$ cat config.mk
export PLATFORM = sky130hd
export DESIGN_NAME = seq_divider
export DESIGN_NICKNAME = d
export VERILOG_FILES = /design/src/rtl/div_pkg.sv /design/src/rtl/div_datapath.sv /design/src/rtl/seq_divider.sv
export SDC_FILE = /design/constraint.sdc
export NUM_CORES = 1
export LEC_CHECK = 0
export CELL_PAD_IN_SITES_DETAIL_PLACEMENT = 1
export CELL_PAD_IN_SITES_GLOBAL_PLACEMENT = 1
export CORE_MARGIN = 2
export CORE_UTILIZATION = 38
export CTS_BUF_LIST = sky130_fd_sc_hd__clkbuf_4
export DETAILED_ROUTE_END_ITERATION = 16
export PLACE_DENSITY = 0.85
export SYNTH_ARGS = -nofsm -noshare
export SYNTH_HDL_FRONTEND = slang
export SYNTH_SLANG_ARGS = --single-unit
$ cat constraint.sdc
create_clock -name clk -period 2.22 [get_ports clk]
set_input_delay 0.333 -clock clk [delete_from_list [all_inputs] [get_ports clk]]
set_output_delay 0.333 -clock clk [all_outputs]
set_load 0.01 [all_outputs]
$ cat src/rtl/div_pkg.sv
// Shared types and constants for the sequential restoring divider.
// Latency: n/a (declarations only).
// Backpressure: n/a.
package div_pkg;

  localparam int WIDTH = 16;
  localparam int ITERS = 16;
  localparam int CNT_W = 5;

  typedef enum logic [1:0] {
    IDLE   = 2'd0,
    LOAD_B = 2'd1,
    RUN    = 2'd2,
    DONE   = 2'd3
  } state_t;

endpackage

$ cat src/rtl/div_datapath.sv
// Divider datapath: operand, R/Q and iteration-counter registers plus the restoring subtractor.
// Latency: one shift-subtract step per cycle with step asserted; loads take effect on the next edge.
// Backpressure: none; acts only on the load_a/load_b/step controls from the controller.
//
// Ports:
//   clk, rst_n       clock, async active-low reset
//   data_in          shared operand bus (dividend on load_a, divisor on load_b)
//   load_a, load_b   capture dividend / divisor, step performs one iteration
//   zero_skip        divisor on data_in is zero and RUN is to be skipped
//   last_iter        current step completes the final iteration
//   quotient, remainder, div_by_zero   registered results
//
// Optional feature: DIV_ZERO_DETECT_EN enables the zero-divisor short-cut and flag.
module div_datapath
  import div_pkg::*;
(
  input  logic             clk,
  input  logic             rst_n,
  input  logic [WIDTH-1:0] data_in,
  input  logic             load_a,
  input  logic             load_b,
  input  logic             step,
  output logic             zero_skip,
  output logic             last_iter,
  output logic [WIDTH-1:0] quotient,
  output logic [WIDTH-1:0] remainder,
  output logic             div_by_zero
);

  logic [WIDTH-1:0] quo;
  logic [WIDTH-1:0] rem;
  logic [WIDTH-1:0] divisor;
  logic [CNT_W-1:0] cnt;

  logic [WIDTH-1:0] rem_sh;
  logic             carry;
  logic [WIDTH:0]   diff;
  logic             ge;

  // {R,Q} shifted left by one; the bit shifted out of R is kept as carry so
  // that a 17-bit difference is enough: with the carry set the shifted value
  // is at least 2^16 > divisor, and the low 16 bits of diff are still correct.
  assign carry  = rem[WIDTH-1];
  assign rem_sh = {rem[WIDTH-2:0], quo[WIDTH-1]};
  assign diff   = {1'b0, rem_sh} - {1'b0, divisor};
  assign ge     = carry | ~diff[WIDTH];

  assign last_iter = (cnt == CNT_W'(1));

`ifdef DIV_ZERO_DETECT_EN
  assign zero_skip = (data_in == '0);
`else
  assign zero_skip = 1'b0;
`endif

  always_ff @(posedge clk or negedge rst_n) begin
    if (!rst_n) begin
      quo     <= '0;
      rem     <= '0;
      divisor <= '0;
      cnt     <= '0;
    end else if (load_a) begin
      quo <= data_in;
      rem <= '0;
    end else if (load_b) begin
      divisor <= data_in;
      cnt     <= CNT_W'(ITERS);
      if (zero_skip) begin
        // Short-cut result matches what 16 steps against a zero divisor yield.
        quo <= '1;
        rem <= quo;
      end
    end else if (step) begin
      rem <= ge ? diff[WIDTH-1:0] : rem_sh;
      quo <= {quo[WIDTH-2:0], ge};
      cnt <= cnt - CNT_W'(1);
    end
  end

`ifdef DIV_ZERO_DETECT_EN
  logic dbz;
  always_ff @(posedge clk or negedge rst_n) begin
    if (!rst_n) begin
      dbz <= 1'b0;
    end else if (load_a) begin
      dbz <= 1'b0;
    end else if (load_b) begin
      dbz <= zero_skip;
    end
  end
  assign div_by_zero = dbz;
`else
  assign div_by_zero = 1'b0;
`endif

  assign quotient  = quo;
  assign remainder = rem;

endmodule

$ cat src/rtl/seq_divider.sv
// 16-bit unsigned sequential restoring divider: controller FSM driving div_datapath.
// Latency: done visible at the 18th rising edge after the start edge (2nd with zero-divisor short-cut).
// Backpressure: start is accepted only in IDLE or DONE and ignored while busy.
//
// Ports:
//   clk, rst_n   clock, async active-low reset
//   start        begin a division (dividend on data_in this cycle, divisor next cycle)
//   data_in      shared operand bus
//   busy         high in LOAD_B and RUN
//   done         high in DONE, results held until the next accepted start
//   quotient, remainder, div_by_zero   registered results
//
// Optional feature: DIV_ZERO_DETECT_EN skips RUN for a zero divisor and raises div_by_zero.
module seq_divider
  import div_pkg::*;
(
  input  logic             clk,
  input  logic             rst_n,
  input  logic             start,
  input  logic [WIDTH-1:0] data_in,
  output logic             busy,
  output logic             done,
  output logic [WIDTH-1:0] quotient,
  output logic [WIDTH-1:0] remainder,
  output logic             div_by_zero
);

  state_t state;
  state_t state_next;

  logic load_a;
  logic load_b;
  logic step;
  logic zero_skip;
  logic last_iter;

  div_datapath u_datapath (
    .clk         (clk),
    .rst_n       (rst_n),
    .data_in     (data_in),
    .load_a      (load_a),
    .load_b      (load_b),
    .step        (step),
    .zero_skip   (zero_skip),
    .last_iter   (last_iter),
    .quotient    (quotient),
    .remainder   (remainder),
    .div_by_zero (div_by_zero)
  );

  always_ff @(posedge clk or negedge rst_n) begin
    if (!rst_n) begin
      state <= IDLE;
    end else begin
      state <= state_next;
    end
  end

  always_comb begin
    state_next = state;
    load_a     = 1'b0;
    load_b     = 1'b0;
    step       = 1'b0;
    case (state)
      IDLE, DONE: begin
        if (start) begin
          load_a     = 1'b1;
          state_next = LOAD_B;
        end
      end
      LOAD_B: begin
        load_b     = 1'b1;
        state_next = zero_skip ? DONE : RUN;
      end
      RUN: begin
        step = 1'b1;
        if (last_iter) begin
          state_next = DONE;
        end
      end
      default: state_next = IDLE;
    endcase
  end

  // Decoded straight from the state register, so no input reaches these.
  assign busy = (state == LOAD_B) || (state == RUN);
  assign done = (state == DONE);

endmodule

==> run metrics <==
Power Total=8.05 mW; worst skew pair latency=0.40 ns; Seq/Total Area, Yosys=38.8%; final core occ=52.7%; largest cells by area after synthesis=dfrtp_1 (39%), ha_1 (7.8%), o21ai_0 (7.1%), mux2i_1 (6.8%), nand2_1 (6.1%); Die Width=101 um; Antenna Cells=0; first-pass GRT wire length=19000 um; min Tclk post-route=2.54 ns; multi-input logic area=0.00204 sq mm; synthesized area=0.00355 sq mm; ys flop type=dfrtp_1; Clock Power Share=7.6%; clk slew on worst S/H paths=0.18 ns; RD Place Congestion=0.957; number of flops mapped to enable cells by yosys=0; fillers=1087; critical path data arrival time=2.87 ns; # IOs=54; final worst slack=-0.316 ns; vias=3401; crit end category=flop; Final Net Count=545; CTS tree=built; Rows=35; critical path class=reg -> reg; dpl cell area=0.00457 sq mm; CORE AREA=0.00915 sq mm; Min-Delay Path Class=in -> async; CP Data Required Time=2.55 ns; CP Launch Type=flop; commonest non-fill, non-tap cell in the layout=buf_4; Max-Cap Viols=0; FF+latch area=0.00138 sq mm; internal power=4.28 mW; antenna violations before repair=0; Total GRT Usage=23.9%; Net Sw Frac=46.8%; cell taking the most area after synthesis=dfrtp_1; Detailed Place HPWL=8480 um; Slew Limit Fails=0; WL/cell=18.7 um; synthesized area per cell=8.94 sq um; Clock Skews=0.0182 ns; RSZ-0062 raised after global routing=yes; largest net degree at the start of global routing=56; final wirelength=11500 um; post-synthesis register bit count=55; Net Count, Synth=439; most frequent cells in the layout=buf_4 (61), nand2_1 (57), dfrtp_1 (55); DIE AREA=0.0101 sq mm; final instance area=0.00482 sq mm; DR DRC count=0; layout cell share with drive strength beyond 1=21.0%; synth warn=0; H-tree Lvls=2; drt pass-1 iters=4; Final Hold Fails=0; Psw=3.77 mW; status=finished, violations left; Clock Tree Buf Depth=2; Syn-to-layout area delta=35.9%; Die Y=101 um; period utilization=114%; Vias per Instance=5.53; Initial Utilization=38.8%; Max Clk Rate=0.394 GHz; Worst VDD drop=0.631 mV; asr flop ratio synth=100%; # setup viols final=17; leakage=2.26 nW; total CTS buffers=5; crit-path max FO=6; Cell variety after synth=55; Buffers on Ports=52; number of global-route vias before repair=3766; Clock Tree Root=clkbuf_4; pwr/cell area=1670 mW/mm^2; pre-CTS setup slack=-0.285 ns; initial DRC count=152; Flop pwr share=20.4%; Syn Inst Count=397; CTS sink count=55; logic gate share of total power=72.0%; total congestion overflow=0; setup TNS=-3.91 ns; failing checks=setup timing; top-area cell type share of the netlist area=38.8%; Post-DRT Antenna Nets=0
[final timing paths]
check / start / to / slack (ns) / cells past startpoint
worst max register to register: u_datapath.quotient[15] / u_datapath.remainder[10] / -0.32 / 12
max in group asynchronous: rst_n / u_datapath.remainder[5] / 1.53 / 3
min in group clk: data_in[9] / u_datapath.divisor[9] / 0.52 / 3
worst min register to register: u_datapath.quotient[5] / u_datapath.quotient[5] / 0.54 / 2
worst min-delay path: rst_n / u_datapath.quotient[5] / 0.44 / 3
worst max-delay path: u_datapath.quotient[15] / u_datapath.remainder[10] / -0.32 / 12
[cell families after synthesis]
| group | synth area share [%] |
|---|---|
| flip-flops | 38.8 |
| XOR/XNOR | 1.97 |
| AO/OA/AOI/OAI | 24.8 |
| adder cells (fa/ha/maj) | 8.32 |
| AND/OR/NAND/NOR | 12.6 |
| multiplexers | 7.40 |
| other | 0.106 |
| buffers and inverters | 6.10 |
[flip-flops by register name (all words and copies together), names as in the netlist]
name,flops
u_datapath.divisor,16
u_datapath.quotient,16
u_datapath.remainder,16
u_datapath.cnt,5
state,2
[power groups by stage]
stage          logic, mW  registers (mW)  clock network, mW
6_report            5.79            1.64              0.615
5_1_grt             6.35            1.69              0.668
3_3_place_gp        5.07            1.65                  0
3_5_place_dp        5.34            1.68                  0
2_1_floorplan       3.12            1.73                  0
4_1_cts             5.66            1.64              0.626
[critical path: stages, from the launching register on]
cell and delay [ns]:
dfrtp_1 0.41, inv_1 0.07, ha_2 0.19, inv_2 0.04, fa_2 0.38, a211oi_4 0.27
o211ai_4 0.11, a211oi_4 0.27, buf_4 0.16, o21a_4 0.19, buf_12 0.13, a32oi_2 0.10
o21ai_1 0.13
[repair_timing]
| action | CTS | global route |
|---|---|---|
| pin swaps | 14 | 5 |
| setup buffers | 8 | 1 |
| resized for setup | 19 | 6 |
| cloned | 0 | 0 |
| hold buffers | 1 | 0 |
| setup endpoints to repair | 18 | 17 |
| hold endpoints to repair | 55 | 0 |
[routing by layer]
metal | GRT usage, % | wire length [um]
met1 | 30.1 | 4930
met5 | 0 | 0
met4 | 8.43 | 326
met3 | 3.40 | 434
met2 | 41.7 | 5840
[layout make-up]
| class | count | area share [%] |
|---|---|---|
| Inverter | 26 | 2.02 |
| Clock inverter | 2 | 0.804 |
| Multi-Input combinational cell | 294 | 42.3 |
| Tap cell | 111 | 2.88 |
| Sequential cell | 55 | 28.5 |
| Clock buffer | 6 | 0.934 |
| Timing Repair Buffer | 121 | 22.5 |
[through the flow]
stage	std cells	hold slack (ns)
finish	615	0.437
global route	615	0.462
CTS	614	0.441
detailed placement	597	0.360
global placement	597	0.356
floorplan	397	0.0374
[cell usage after synthesis, drive strengths merged (4+ instances only)]
master,n
o21ai,61
nand2,59
dfrtp,55
a21oi,28
inv,26
mux2i,24
ha,22
nor2,14
buf,11
clkbuf,11
a21o,9
a32oi,6
xor2,6
o31ai,5
a31oi,4
nand3,4
nand4,4
(Power assumes the default switching activity.)
